==> src/rtl/lmem_port_arbiter_pkg.sv <==
// lmem_port_arbiter_pkg
// Shared definitions for the LMEM port arbiter: FSM state encodings and the
// ID-width helper used by the top level and the round-robin picker.
// Optional feature macro used by the top level: LMEM_ARB_LOCK_EN.
package lmem_port_arbiter_pkg;

  localparam logic [0:0] ARB    = 1'b0;
  localparam logic [0:0] LOCKED = 1'b1;

  // Ceiling log2 with a floor of 1 so that a 1-bit ID always exists.
  function automatic int clog2_min1(input int n);
    int w;
    w = 0;
    while ((1 << w) < n) w++;
    return (w < 1) ? 1 : w;
  endfunction

endpackage

==> src/rtl/lmem_port_arbiter_rr_picker.sv <==
// lmem_port_arbiter_rr_picker
// Combinational rotate-priority picker: returns the first valid requester
// at or above rr_ptr, wrapping to the lowest valid requester.
// Ports:
//   req_valid  in   NREQ  candidate requests
//   rr_ptr     in   IDW   highest-priority requester index
//   grant      out  NREQ  one-hot grant (zero when nothing valid)
//   g          out  IDW   binary index of the granted requester
//   any        out  1     at least one candidate valid
module lmem_port_arbiter_rr_picker
  import lmem_port_arbiter_pkg::*;
#(
  parameter int NREQ = 4,
  localparam int IDW = clog2_min1(NREQ)
) (
  input  logic [NREQ-1:0] req_valid,
  input  logic [IDW-1:0]  rr_ptr,
  output logic [NREQ-1:0] grant,
  output logic [IDW-1:0]  g,
  output logic            any
);

  logic [NREQ-1:0] hi;
  logic [NREQ-1:0] pool;

  always_comb begin
    hi = '0;
    for (int i = 0; i < NREQ; i++) begin
      hi[i] = req_valid[i] && (i >= int'(rr_ptr));
    end
    // Requests at or above the pointer win; otherwise wrap to the bottom.
    pool = (|hi) ? hi : req_valid;
    g = '0;
    for (int i = NREQ - 1; i >= 0; i--) begin
      if (pool[i]) g = IDW'(i);
    end
    any   = |req_valid;
    grant = any ? (NREQ'(1) << g) : '0;
  end

endmodule

==> src/rtl/lmem_port_arbiter.sv <==
// lmem_port_arbiter
// Shares one LMEM block-RAM port between NREQ requesters with round-robin
// grant and routes the 1-cycle-latency read data back to the issuer.
// Optional feature: define LMEM_ARB_LOCK_EN to enable locked bursts
// (owner keeps the port for up to LOCK_MAX consecutive accepts).
// Ports:
//   clk, rst             clock, synchronous active-high reset
//   req_valid/req_ready  per-requester handshake (ready one-hot or zero)
//   req_we/req_lock      per-requester write flag / lock request
//   req_addr/req_data    flattened per-requester address / write data
//   rsp_valid/rsp_data   one-hot read strobe, shared read data
//   mem_we/addr/data     to LMEM port; mem_q registered read data from it
module lmem_port_arbiter
  import lmem_port_arbiter_pkg::*;
#(
  parameter int DATA_WIDTH = 18,
  parameter int ADDR_WIDTH = 10,
  parameter int NREQ       = 4,
  parameter int LOCK_MAX   = 16
) (
  input  logic                       clk,
  input  logic                       rst,
  input  logic [NREQ-1:0]            req_valid,
  output logic [NREQ-1:0]            req_ready,
  input  logic [NREQ-1:0]            req_we,
  input  logic [NREQ-1:0]            req_lock,
  input  logic [NREQ*ADDR_WIDTH-1:0] req_addr,
  input  logic [NREQ*DATA_WIDTH-1:0] req_data,
  output logic [NREQ-1:0]            rsp_valid,
  output logic [DATA_WIDTH-1:0]      rsp_data,
  output logic                       mem_we,
  output logic [ADDR_WIDTH-1:0]      mem_addr,
  output logic [DATA_WIDTH-1:0]      mem_data,
  input  logic [DATA_WIDTH-1:0]      mem_q
);

  localparam int IDW = clog2_min1(NREQ);

  generate
    if (NREQ < 2 || NREQ > 8) begin : g_nreq_check
      $error("lmem_port_arbiter: NREQ must be in 2..8");
    end
  endgenerate

  logic [IDW-1:0]        rr_ptr;
  logic [NREQ-1:0]       cand;
  logic [NREQ-1:0]       grant;
  logic [IDW-1:0]        g;
  logic                  any;
  logic                  act;
  logic                  tag_vld_p1;
  logic [IDW-1:0]        tag_g_p1;
  logic [DATA_WIDTH-1:0] rsp_hold_p1;

  function automatic logic [IDW-1:0] next_id(input logic [IDW-1:0] i);
    return (i == IDW'(NREQ - 1)) ? '0 : i + 1'b1;
  endfunction

`ifdef LMEM_ARB_LOCK_EN
  localparam int CW = clog2_min1(LOCK_MAX + 1);
  logic [0:0]     state;
  logic [IDW-1:0] owner;
  logic [CW-1:0]  lock_cnt;
  // While locked only the owner is a candidate, even when it is idle.
  assign cand = (state == LOCKED) ? (req_valid & (NREQ'(1) << owner)) : req_valid;
`else
  logic unused_lock;
  assign unused_lock = ^req_lock;
  assign cand = req_valid;
`endif

  // Stage p0: grant and LMEM request
  lmem_port_arbiter_rr_picker #(.NREQ(NREQ)) u_picker (
    .req_valid (cand),
    .rr_ptr    (rr_ptr),
    .grant     (grant),
    .g         (g),
    .any       (any)
  );

  // The granted requester is always valid, so a grant is an accept.
  assign act       = any & ~rst;
  assign req_ready = act ? grant : '0;
  assign mem_we    = act & req_we[g];
  assign mem_addr  = act ? req_addr[g*ADDR_WIDTH +: ADDR_WIDTH] : '0;
  assign mem_data  = act ? req_data[g*DATA_WIDTH +: DATA_WIDTH] : '0;

  always_ff @(posedge clk) begin
    if (rst) begin
      rr_ptr      <= '0;
      tag_vld_p1  <= 1'b0;
      rsp_hold_p1 <= '0;
`ifdef LMEM_ARB_LOCK_EN
      state       <= ARB;
      owner       <= '0;
      lock_cnt    <= '0;
`endif
    end else begin
      tag_vld_p1 <= act & ~req_we[g];
      if (tag_vld_p1) rsp_hold_p1 <= mem_q;
      if (act) begin
`ifdef LMEM_ARB_LOCK_EN
        if (state == ARB) begin
          if (req_lock[g] && LOCK_MAX > 1) begin
            state    <= LOCKED;
            owner    <= g;
            lock_cnt <= CW'(1);
          end else begin
            rr_ptr <= next_id(g);
          end
        end else begin
          // Release on an unlocked beat or after the LOCK_MAX-th locked beat.
          if (!req_lock[g] || lock_cnt == CW'(LOCK_MAX - 1)) begin
            state    <= ARB;
            lock_cnt <= '0;
            rr_ptr   <= next_id(owner);
          end else begin
            lock_cnt <= lock_cnt + 1'b1;
          end
        end
`else
        rr_ptr <= next_id(g);
`endif
      end
    end
  end

  always_ff @(posedge clk) begin
    tag_g_p1 <= g;
  end

  // Stage p1: read response
  // A response whose cycle coincides with reset is dropped.
  assign rsp_valid = (tag_vld_p1 & ~rst) ? (NREQ'(1) << tag_g_p1) : '0;
  assign rsp_data  = (tag_vld_p1 & ~rst) ? mem_q : rsp_hold_p1;

endmodule

==> config.mk <==
export PLATFORM = sky130hd
export DESIGN_NAME = lmem_port_arbiter
export DESIGN_NICKNAME = d
export VERILOG_FILES = /design/src/rtl/lmem_port_arbiter_pkg.sv /design/src/rtl/lmem_port_arbiter_rr_picker.sv /design/src/rtl/lmem_port_arbiter.sv
export SDC_FILE = /design/constraint.sdc
export NUM_CORES = 1
export LEC_CHECK = 0
export BUFFER_PORTS_ARGS = -buffer_cell sky130_fd_sc_hd__buf_2
export CAP_MARGIN = 5
export CORE_MARGIN = 2
export CORE_UTILIZATION = 40
export CTS_CLUSTER_DIAMETER = 50
export DETAILED_ROUTE_END_ITERATION = 8
export HOLD_SLACK_MARGIN = 0.03
export PLACE_DENSITY = 0.85
export SLEW_MARGIN = 20
export SYNTH_ARGS = -nofsm -noshare
export SYNTH_HDL_FRONTEND = slang
export SYNTH_SLANG_ARGS = --single-unit
==> constraint.sdc <==
create_clock -name clk -period 3.3 [get_ports clk]
set_clock_uncertainty 0.1 [all_clocks]
set_input_delay 0.495 -clock clk [delete_from_list [all_inputs] [get_ports clk]]
set_output_delay 0.495 -clock clk [all_outputs]
set_load 0.03 [all_outputs]
; ---- Word-level counts from Yosys, hierarchy flattened
; Cells that the tools add are included.
[totals]
inputBits = 144
reg_bits = 23
output_inout_bits = 55
wordCells = 41
[classes]
multipliers = 2
n_bitwise = 6
shifts = 4
mux = 14
n_reduce_logical = 5
order_cmp = 4
add_sub_neg = 1
eq_ne = 1
[op_table]
columns = cell, n
row1 = $shiftx 72x8->18, 1
row2 = $shiftx 40x7->10, 1
row3 = $mux 18, 2
row4 = $mux 4, 3
row5 = $mux 10, 1
row6 = $mux 2, 5
row7 = $reduce_or 4->1, 2
row8 = $shl 1x2->4 const A, 2
row9 = $mul 2x4->6 const B, 1
row10 = $mul 2x3->5 const B, 1
row11 = $and 1x1->1, 4
row12 = $ge 1x2->1 const A, 2
row13 = $logic_and 1x1->1, 3
row14 = $lt 2x3->1 const B, 1
row15 = $mux 3, 1
row16 = $add 2x1->2 const B, 1
row17 = $bmux 1 s2, 1
row18 = $eq 2x2->1 const B, 1
row19 = $ge 2x2->1 const A, 1
row20 = $not 1->1, 2
row21 = $mux 1, 1

; ---- Longest topological paths before layout
; Gate-level depths: netlist (run 1).
[logic_depth]
depth_word = 11
mapped_depth = 8
mapped_depth_nobuf = 6

; ---- Cells and area by module
; Synthesis (run 1) repeated with hierarchy kept, for this count alone.
[hier_totals]
cells_unflattened = 238
area_unflattened_um2 = 2217.1
[by_module_without_submodules]
columns = module, seq_area_each_um2, instances, cells_each, area_each_um2
row1 = lmem_port_arbiter, 460.4, 1, 205, 2011.9
row2 = lmem_port_arbiter_rr_picker, 0.0, 1, 33, 205.2

; ---- Least setup slack after synthesis (run 1)
; OpenSTA, ideal clock, no wires.
[synth_timing]
path_kind = input port to output port
from = input req_valid[3]
to = output mem_data[10]
n_path_buf = 1
stages = 6
t_arrival_ns = 1.887
required_time_ns = 2.705
slack_ns = 0.818
path_cell_list = inv_2 -> a22o_1 -> a211oi_4 -> nand2_2 -> buf_2 -> o22ai_1
[synth_via]
elab_chain_cells = 8
elab_cells_between_ends = 11
classes_between = 1 x mul / 1 x shift / 6 x mux / 1 x bitwise / 2 x reduce/logical
[synth_rtl]
columns = item, line
row1 = "start, declared", lmem_port_arbiter.sv:23  ; input logic [NREQ-1:0] req_valid,
row2 = $reduce_or 4->1, lmem_port_arbiter_rr_picker.sv:32  ; pool = (|hi) ? hi : req_valid;
row3 = $mux 3, lmem_port_arbiter_rr_picker.sv:32
row4 = $mux 2 (2 in series), lmem_port_arbiter_rr_picker.sv:35  ; if (pool[i]) g = IDW'(i);
row5 = $mux 2 *, lmem_port_arbiter_rr_picker.sv:35
row6 = net g[0], lmem_port_arbiter.sv:48  ; logic [IDW-1:0] g;
row7 = $mul 2x4->6 *, lmem_port_arbiter.sv:86  ; assign mem_data = act ? req_data[g*DATA_WIDTH +: DATA_WIDTH] : '0;
row8 = $shiftx 72x8->18 *, lmem_port_arbiter.sv:86
row9 = $mux 18 *, lmem_port_arbiter.sv:86
row10 = "end, declared", lmem_port_arbiter.sv:33  ; output logic [DATA_WIDTH-1:0] mem_data,
; The timed path passes the listed nets; every way through them passes the cells marked *.

; ---- Worst setup path in the final report (run 1)
[layout_timing]
from = input req_valid[3]
to = output mem_addr[0]
[layout_via]
elab_chain_cells = 8
elab_cells_between_ends = 11
classes_between = 1 x mul / 1 x shift / 6 x mux / 1 x bitwise / 2 x reduce/logical
[layout_rtl]
columns = item, line
row1 = $reduce_or 4->1, lmem_port_arbiter_rr_picker.sv:32
row2 = $mux 3, lmem_port_arbiter_rr_picker.sv:32
row3 = $mux 2 (2 in series), lmem_port_arbiter_rr_picker.sv:35
row4 = $mux 2 *, lmem_port_arbiter_rr_picker.sv:35
row5 = net g[0], lmem_port_arbiter.sv:48
row6 = $mul 2x3->5 *, lmem_port_arbiter.sv:85  ; assign mem_addr = act ? req_addr[g*ADDR_WIDTH +: ADDR_WIDTH] : '0;
row7 = $shiftx 40x7->10 *, lmem_port_arbiter.sv:85
row8 = $mux 10 *, lmem_port_arbiter.sv:85
row9 = "end, declared", lmem_port_arbiter.sv:32  ; output logic [ADDR_WIDTH-1:0] mem_addr,
; Marked as above.

==> results of run 1 <==
==> state kept, by name (all words and copies together), names as in the netlist <==
signal and cells:
rr_ptr 2, tag_vld_p1 1, rsp_hold_p1 18, tag_g_p1 2
==> worst min-delay path, stage by stage <==
cell and delay, ns:
buf_2 0.08, mux2i_1 0.06, nor2_1 0.07
==> cell type report <==
cell class              instances  area (um2)  share of cell area (%)
clock buffers                   3        41.3                    1.29
clock inverters                 1        7.51                   0.234
inverters                       5        18.8                   0.585
multi-input cells             175        1530                    47.9
flip-flops and latches         23         460                    14.4
well taps                      70        87.6                    2.73
repair buffers                202        1060                    32.9
==> cell usage after synthesis, drive strengths merged, types with 3 or more instances <==
cell | n | area share (%)
nand2 | 3 | 0.65
ha | 4 | 2.4
and2 | 4 | 1.2
mux2i | 77 | 36
inv | 5 | 0.89
a21oi | 4 | 0.94
buf | 17 | 5.3
o22ai | 29 | 12
mux2 | 18 | 9.6
dfxtp | 23 | 22
nor2 | 22 | 3.9
==> per-stage QoR <==
stage	cells	utilization (%)	instance area, um2
floorplan	222	-	2120
global placement	475	61.8	3160
detailed placement	475	61.8	3160
CTS	479	62.8	3210
global route	479	62.8	3210
finish	479	62.8	3210
==> how the worst max path moves through the flow <==
| stage | slack [ns] | end | startpoint |
|---|---|---|---|
| after floorplan | 0.82 | mem_data[10] | req_valid[3] |
| after global placement | 0.50 | mem_addr[0] | req_valid[3] |
| after detailed placement | 0.44 | mem_addr[0] | req_valid[3] |
| after CTS | 0.44 | mem_addr[0] | rr_ptr[0]$_SDFFE_PP0P_ |
| after global routing | 0.27 | mem_addr[0] | rr_ptr[0]$_SDFFE_PP0P_ |
| final | 0.44 | mem_addr[0] | req_valid[3] |
==> routing by layer <==
| layer | GRT usage (%) | up-vias |
|---|---|---|
| met5 | 0 | - |
| met4 | 6.36 | 0 |
| met3 | 2.82 | 10 |
| met2 | 40.1 | 116 |
| met1 | 25.3 | 1088 |
| li1 | - | 1199 |
==> cell families (layout without fill, tap and decap cells) <==
group / count (synthesis) / after routing / synth area share [%]
flip-flops: 23 / 23 / 21.7
buffers and inverters: 24 / 211 / 6.49
multiplexers: 95 / 95 / 45.9
adder cells (fa/ha/maj): 4 / 4 / 2.36
AND/OR/NAND/NOR: 38 / 38 / 8.73
AO/OA/AOI/OAI: 38 / 38 / 14.8
==> power by group through the flow <==
stage / clock, mW / sequential [mW] / combinational (mW)
final: 0.173 / 0.335 / 0.927
after floorplan: 0 / 0.336 / 0.679
after global placement: 0 / 0.340 / 0.913
after detailed placement: 0 / 0.342 / 0.929
after CTS: 0.179 / 0.335 / 0.933
after global routing: 0.194 / 0.340 / 0.993
==> reports/results.tsv, run 1 <==
metric	value	unit
ctsResizeCount	0	
worstHoldPathCells	3	
die_h	76.8	um
wire_per_inst	14.0	um
path_class	in -> out	
met1Wirelength	2.70	mm
path_max_fanout	29	
gp_congestion	0.770	
grt_max_degree	35	
cts_setup_buffers	0	
status	finished clean	
end_kind	output pin	
num_vias	2413	
worst_pin_slew	0.534	ns
cp-start-kind	input pin	
reg2reg_slack	1.45	ns
dieArea	5900	um2
min_to	rsp_hold_p1[16]$_SDFFE_PP0P_	
highest_layer	met4	
clock_latency	0.26	ns
synthArstFlopShare	0	%
crit_family	compound AO/OA/AOI/OAI gates	
mostFrequentLayoutCell	buf_2	
min_period	2.86	ns
cts_tree	built	
antenna_found_initial	0	
root_buffer	clkbuf_8	
maxSlewHeadroom	64.1	%
vias_per_cell	5.04	
dr.pass1.iters	6	
crit_buf_inv	5	
ys_seq_area_share	21.7	%
finalPower	1.44	mW
avgSynthCellArea	9.55	um2
clock_sinks	23	
drt-initial-drc-count	107	
intPower	779	uW
hp-class	in -> reg	
swShare	45.7	%
grt_overflow_total	0	
synth_flop_cell	dfxtp_1	
ir_worst_vdd	0.216	mV
drv_cap	0	
drt-total-wl	6.70	mm
syn_inst	222	
die_w	76.8	um
maxSlewViolCount	0	
io_buffers	194	
finalSetupViolations	0	
dpl.hpwl	5.53	mm
p_switching	656	uW
cts.clk_slew.worst_paths	0.08	ns
min-delay-start	mem_q[16]	
fin_hold_ws	0.375	ns
reg2regPathDepth	7	
nets	558	
wl_met3	431	um
rsz0062_at_grt	no	
cpMaxStageDelayCell	a211oi_4	
crit_chain	buf_2 > inv_2 > a22o_1 > a211oi_4 > inv_2 > nand2_1 > buf_4 > o22ai_1 > buf_2	
cts.htree.levels	1	
clkPwrFrac	12.1	%
rows	26	
cts_buffers	3	
diodes	0	
syn_area	2120	um2
max_stage_delay	0.44	ns
grt_pass1_wl	10.5	mm
wl_met2	3.45	mm
combPwrFrac	64.6	%
p_per_area	448	nW/um2
finalHoldViolations	0	
cp.depth	9	
drc	0	
pin_count	199	
layout_common_cells	buf_2 (194), mux2i_1 (77), dfxtp_1 (23)	
r2r_start	rr_ptr[1]$_SDFFE_PP0P_	
cp.arrival	2.26	ns
leakage	1.71	nW
setup_tns	0	ns
fmax	350	MHz
setup_ws	0.444	ns
post-route-period-util	86.6	%
synth.distinct_cells	28	
rr_endpoint	rr_ptr[1]$_SDFFE_PP0P_	
synthesis.nets	370	
track_usage	21.5	%
cts_hold_buf	0	
coreArea	5110	um2
area_growth	51.2	%
synth_warnings	0	
seqPwrFrac	23.4	%
critPathRequiredTime	2.70	ns
pre_cts_ws	0.444	ns
clock_path_buffers	2	
drtAntennaViolNets	0	
synth_edf_count	0	
nFillCells	437	
grt_pass1_vias	2291	
synth-seq-cells	23	
start_util	41.5	%
drive_gt1_share	58.7	%
(Power assumes the default switching activity.)
==> run 2, diff against run 1 <==
--- a/config.mk
+++ b/config.mk
@@ -6,14 +6,16 @@
 export NUM_CORES = 1
 export LEC_CHECK = 0
 export BUFFER_PORTS_ARGS = -buffer_cell sky130_fd_sc_hd__buf_2
-export CAP_MARGIN = 5
+export CAP_MARGIN = 30
 export CORE_MARGIN = 2
-export CORE_UTILIZATION = 40
+export CORE_UTILIZATION = 41
 export CTS_CLUSTER_DIAMETER = 50
 export DETAILED_ROUTE_END_ITERATION = 8
 export HOLD_SLACK_MARGIN = 0.03
-export PLACE_DENSITY = 0.85
+export PLACE_DENSITY = 0.86
+export SKIP_LAST_GASP = 1
 export SLEW_MARGIN = 20
 export SYNTH_ARGS = -nofsm -noshare
 export SYNTH_HDL_FRONTEND = slang
+export SYNTH_HIERARCHICAL = 1
 export SYNTH_SLANG_ARGS = --single-unit
==> reports/results.tsv, run 2 <==
metric	value	unit
finalSetupViolations	0	
root_buffer	clkbuf_8	
pre_cts_ws	0.495	ns
dr.pass1.iters	4	
die_w	77.5	um
dpl.hpwl	5.78	mm
fin_area	3260	um2
antenna_found_initial	0	
synth_flop_cell	dfxtp_1	
drv_cap	0	
clock_sinks	23	
rsz0062_at_grt	no	
die_h	77.5	um
postLayoutCoreUtil	62.9	%
mostFrequentLayoutCell	buf_2	
grt_pass1_wl	10.9	mm
largest_reg_flops	18	
io_buffers	194	
reg_top3	rsp_hold_p1 (18), rr_ptr (2), tag_g_p1 (2)	
drive_gt1_share	56.2	%
rows	26	
vias_per_cell	5.12	
ys_seq_area_share	20.8	%
start_util	42.9	%
nets	566	
yosys-top-cells-count	mux2i_1 (78), nor2_1 (24), dfxtp_1 (23)	
end_kind	output pin	
leakage	1.74	nW
path_max_fanout	29	
coreArea	5170	um2
track_usage	21.8	%
gp_congestion	0.777	
num_vias	2508	
syn_inst	238	
area_growth	46.8	%
setup_tns	0	ns
path_class	reg -> out	
synth_top_cell_area_share	35.2	%
wire_per_inst	14.2	um
finalPower	1.37	mW
drc	0	
maxSlewHeadroom	70.5	%
drtAntennaViolNets	0	
layout_common_cells	buf_2 (194), mux2i_1 (78), nor2_1 (24)	
yosysMostFrequentCell	mux2i_1	
drt-total-wl	6.97	mm
synthesis.nets	383	
fmax	340	MHz
status	finished clean	
synth_edf_count	0	
cts.htree.levels	1	
nFillCells	440	
setup_ws	0.360	ns
reg2reg_slack	1.18	ns
post-route-period-util	89.1	%
dieArea	6010	um2
clock_latency	0.25	ns
avgSynthCellArea	9.32	um2
cp-start-kind	flop	
critPathRequiredTime	2.70	ns
top_register	rsp_hold_p1	
pin_count	199	
diodes	0	
synth-seq-cells	23	
maxSlewViolCount	0	
grt_pass1_vias	2397	
ir_worst_vdd	0.165	mV
cp.arrival	2.34	ns
cts_buffers	3	
synthArstFlopShare	0	%
hp-class	in -> reg	
grt_max_degree	41	
syn_area	2220	um2
p_per_area	422	nW/um2
min_period	2.94	ns
synth_top_area_cell	mux2i_1	
cts_setup_buffers	0	
synth.distinct_cells	34	
ctsResizeCount	0	
placed_cell_area	3210	um2
cts_tree	built	
synth_warnings	6	
clock_path_buffers	2	
grt_overflow_total	0	
drt-initial-drc-count	85	
cts_hold_buf	0	
finalHoldViolations	0	
cts.clk_slew.worst_paths	0.08	ns
yosys-top-cells-area	mux2i_1 (35%), dfxtp_1 (21%), mux2_2 (8.6%), o22ai_2 (5.6%), o22ai_1 (5.4%)	
worst_pin_slew	0.442	ns
[run 2: report_power, final]
part / total, mW / internal (mW) / switching, mW / leakage [nW]
clock network: 0.164 / 0.0857 / 0.0782 / 0.0228
registers: 0.340 / 0.311 / 0.0291 / 0.189
logic: 0.868 / 0.366 / 0.502 / 1.53
total: 1.37 / 0.763 / 0.609 / 1.74
[run 2: stage by stage]
step | hold slack, ns | cells
6_report | 0.391 | 490
5_1_grt | 0.398 | 490
4_1_cts | 0.390 | 490
3_5_place_dp | 0.382 | 486
3_3_place_gp | 0.368 | 486
2_1_floorplan | 0.353 | 238
[run 2: cells by family (layout without fill, tap and decap cells)]
family / Yosys count / after routing / share of synthesized area [%]
multiplexers: 96 / 96 / 44.4
AND/OR/NAND/NOR: 44 / 44 / 10.4
flip-flops: 23 / 23 / 20.8
AO/OA/AOI/OAI: 47 / 47 / 16.8
adder cells (fa/ha/maj): 1 / 1 / 0.564
buffers and inverters: 27 / 209 / 7.17
[run 2: routing by layer]
| layer | wire (um) | GRT usage [%] | vias to the layer above |
|---|---|---|---|
| li1 | - | - | 1253 |
| met1 | 2690 | 24.3 | 1146 |
| met3 | 429 | 4.30 | 8 |
| met5 | 0 | 0 | - |
| met2 | 3780 | 42.3 | 101 |
| met4 | 70 | 4.46 | 0 |
[run 2: layout make-up]
type	instances	area, um2	share of cell area (%)
repair buffers	202	1040	32.1
multi-input cells	188	1610	49.4
clock buffers	4	45.0	1.38
well taps	70	87.6	2.69
inverters	3	11.3	0.346
flip-flops and latches	23	460	14.1
[run 2: worst paths after layout]
path / from / cells after the start / endpoint
min: mem_q[11] / 3 / rsp_hold_p1[11]$_SDFFE_PP0P_
min reg2reg: rsp_hold_p1[2]$_SDFFE_PP0P_ / 2 / rsp_hold_p1[2]$_SDFFE_PP0P_
max reg2reg: rr_ptr[1]$_SDFFE_PP0P_ / 6 / rr_ptr[0]$_SDFFE_PP0P_
max: rr_ptr[1]$_SDFFE_PP0P_ / 8 / mem_addr[4]
[run 2: worst max-delay path, stage by stage, from the launching register on]
cell      delay, ns
dfxtp_1        0.60
mux2i_1        0.24
nor2_1         0.06
a311oi_1       0.24
buf_4          0.19
nand3b_1       0.07
buf_4          0.25
o22ai_1        0.20
buf_2          0.23
==> run 3, diff against run 2 <==
--- a/config.mk
+++ b/config.mk
@@ -8,11 +8,12 @@
 export BUFFER_PORTS_ARGS = -buffer_cell sky130_fd_sc_hd__buf_2
 export CAP_MARGIN = 30
 export CORE_MARGIN = 2
-export CORE_UTILIZATION = 41
+export CORE_UTILIZATION = 35
+export CTS_BUF_LIST = sky130_fd_sc_hd__clkbuf_8
 export CTS_CLUSTER_DIAMETER = 50
 export DETAILED_ROUTE_END_ITERATION = 8
 export HOLD_SLACK_MARGIN = 0.03
-export PLACE_DENSITY = 0.86
+export PLACE_DENSITY = 0.78
 export SKIP_LAST_GASP = 1
 export SLEW_MARGIN = 20
 export SYNTH_ARGS = -nofsm -noshare
==> constraint.sdc (replaced) <==
create_clock -name clk -period 2.66 [get_ports clk]
set_clock_uncertainty 0.1 [all_clocks]
set_input_delay 0.399 -clock clk [delete_from_list [all_inputs] [get_ports clk]]
set_output_delay 0.399 -clock clk [all_outputs]
set_load 0.03 [all_outputs]
==> reports/results.tsv, run 3 (synthesis results as in run 2) <==
metric	value	unit
hp-class	in -> reg	
largest_reg_flops	18	
status	finished clean	
drc	0	
finalPower	1.82	mW
coreArea	6030	um2
crit_chain	buf_4 > a21oi_1 > o21ai_2 > o2bb2a_4 > buf_12 > mux2i_2 > o22ai_2 > buf_2	
ir_worst_vdd	0.332	mV
maxSlewHeadroom	79.4	%
nets	577	
drive_gt1_share	59.4	%
grt_overflow_total	0	
drv_cap	0	
pre_cts_ws	0.143	ns
maxSlewViolCount	0	
cts.clk_slew.worst_paths	0.08	ns
rows	28	
path_max_fanout	15	
worst_pin_slew	0.309	ns
grt_pass1_wl	11.6	mm
clock_path_buffers	2	
finalHoldViolations	0	
antenna_found_initial	0	
drtAntennaViolNets	0	
drt-initial-drc-count	66	
top_register	rsp_hold_p1	
cts.htree.levels	1	
reg_top3	rsp_hold_p1 (18), rr_ptr (2), tag_g_p1 (2)	
leakage	1.83	nW
wire_per_inst	15.3	um
end_kind	output pin	
track_usage	19.5	%
area_growth	56.0	%
crit_family	compound AO/OA/AOI/OAI gates	
p_per_area	527	nW/um2
rsz0062_at_grt	yes	
drt-total-wl	7.72	mm
place_inst	496	
die_h	83.6	um
vias_per_cell	5.18	
post-route-period-util	96.4	%
cpMaxStageDelayCell	dfxtp_4	
fmax	390	MHz
root_buffer	clkbuf_8	
mostFrequentLayoutCell	buf_2	
cp-start-kind	flop	
max_stage_delay	0.38	ns
min_period	2.56	ns
grt_pass1_vias	2452	
setup_tns	0	ns
dr.pass1.iters	4	
cts_tree	built	
placed_cell_area	3300	um2
setup_ws	0.0959	ns
clock_sinks	23	
diodes	0	
fin_cells	506	
dieArea	6990	um2
num_vias	2619	
pin_count	199	
nFillCells	559	
start_util	36.8	%
path_class	reg -> out	
cp.arrival	2.07	ns
layout_common_cells	buf_2 (193), mux2i_1 (75), nor2_1 (24)	
clock_latency	0.26	ns
dpl.hpwl	5.99	mm
cts_hold_buf	0	
finalSetupViolations	0	
gp_congestion	0.929	
cts_buffers	3	
die_w	83.6	um
critPathRequiredTime	2.16	ns
io_buffers	194	
fin_area	3460	um2
grt_max_degree	30	
crit_buf_inv	3	
## run 3: timing repair
| item | 4_1_cts | 5_1_grt |
|---|---|---|
| gates resized for setup | 2 | 11 |
| buffers inserted | 2 | 2 |
| cloned | 0 | 2 |
| pin swaps | 1 | 2 |
| setup endpoints to repair | 29 | 25 |
## run 3: per-layer routing
metal | wire length (um) | up-vias | GRT usage, %
li1 | - | 1280 | -
met1 | 3200 | 1220 | 24.3
met2 | 3890 | 107 | 34.3
met3 | 514 | 12 | 4.15
met4 | 120 | 0 | 4.25
met5 | 0 | - | 0
## run 3: path summary, 6_finish.rpt
check	startpoint	endpoint	slack (ns)	cells after the start
worst min-delay path	mem_q[2]	rsp_hold_p1[2]$_SDFFE_PP0P_	0.29	3
worst max register to register	rr_ptr[1]$_SDFFE_PP0P_	rr_ptr[0]$_SDFFE_PP0P_	0.35	9
worst min register to register	rsp_hold_p1[9]$_SDFFE_PP0P_	rsp_hold_p1[9]$_SDFFE_PP0P_	0.39	2
worst max-delay path	rr_ptr[1]$_SDFFE_PP0P_	mem_data[8]	0.1	8
## run 3: power breakdown
part / switching, mW / total, mW / internal [mW]
combinational: 0.663 / 1.19 / 0.531
clock: 0.105 / 0.207 / 0.103
sequential: 0.0327 / 0.421 / 0.388
## run 3: metrics by stage
stage,hold slack [ns],utilization (%)
floorplan,0.353,-
global placement,0.369,54.7
detailed placement,0.379,54.7
CTS,0.282,55.9
global route,0.291,57.4
finish,0.285,57.4
## run 3: area by class of cell
class	instances	area (um2)	share of cell area, %
inverters	3	11.3	0.325
clock buffers	3	41.3	1.19
repair buffers	212	1180	34.0
multi-input cells	189	1670	48.2
flip-flops and latches	23	465	13.5
clock inverters	1	3.75	0.108
well taps	75	93.8	2.71
## run 3: tightest hold or removal path: stages
cell     delay [ns]
buf_2          0.08
mux2i_1        0.06
nor2_1         0.07
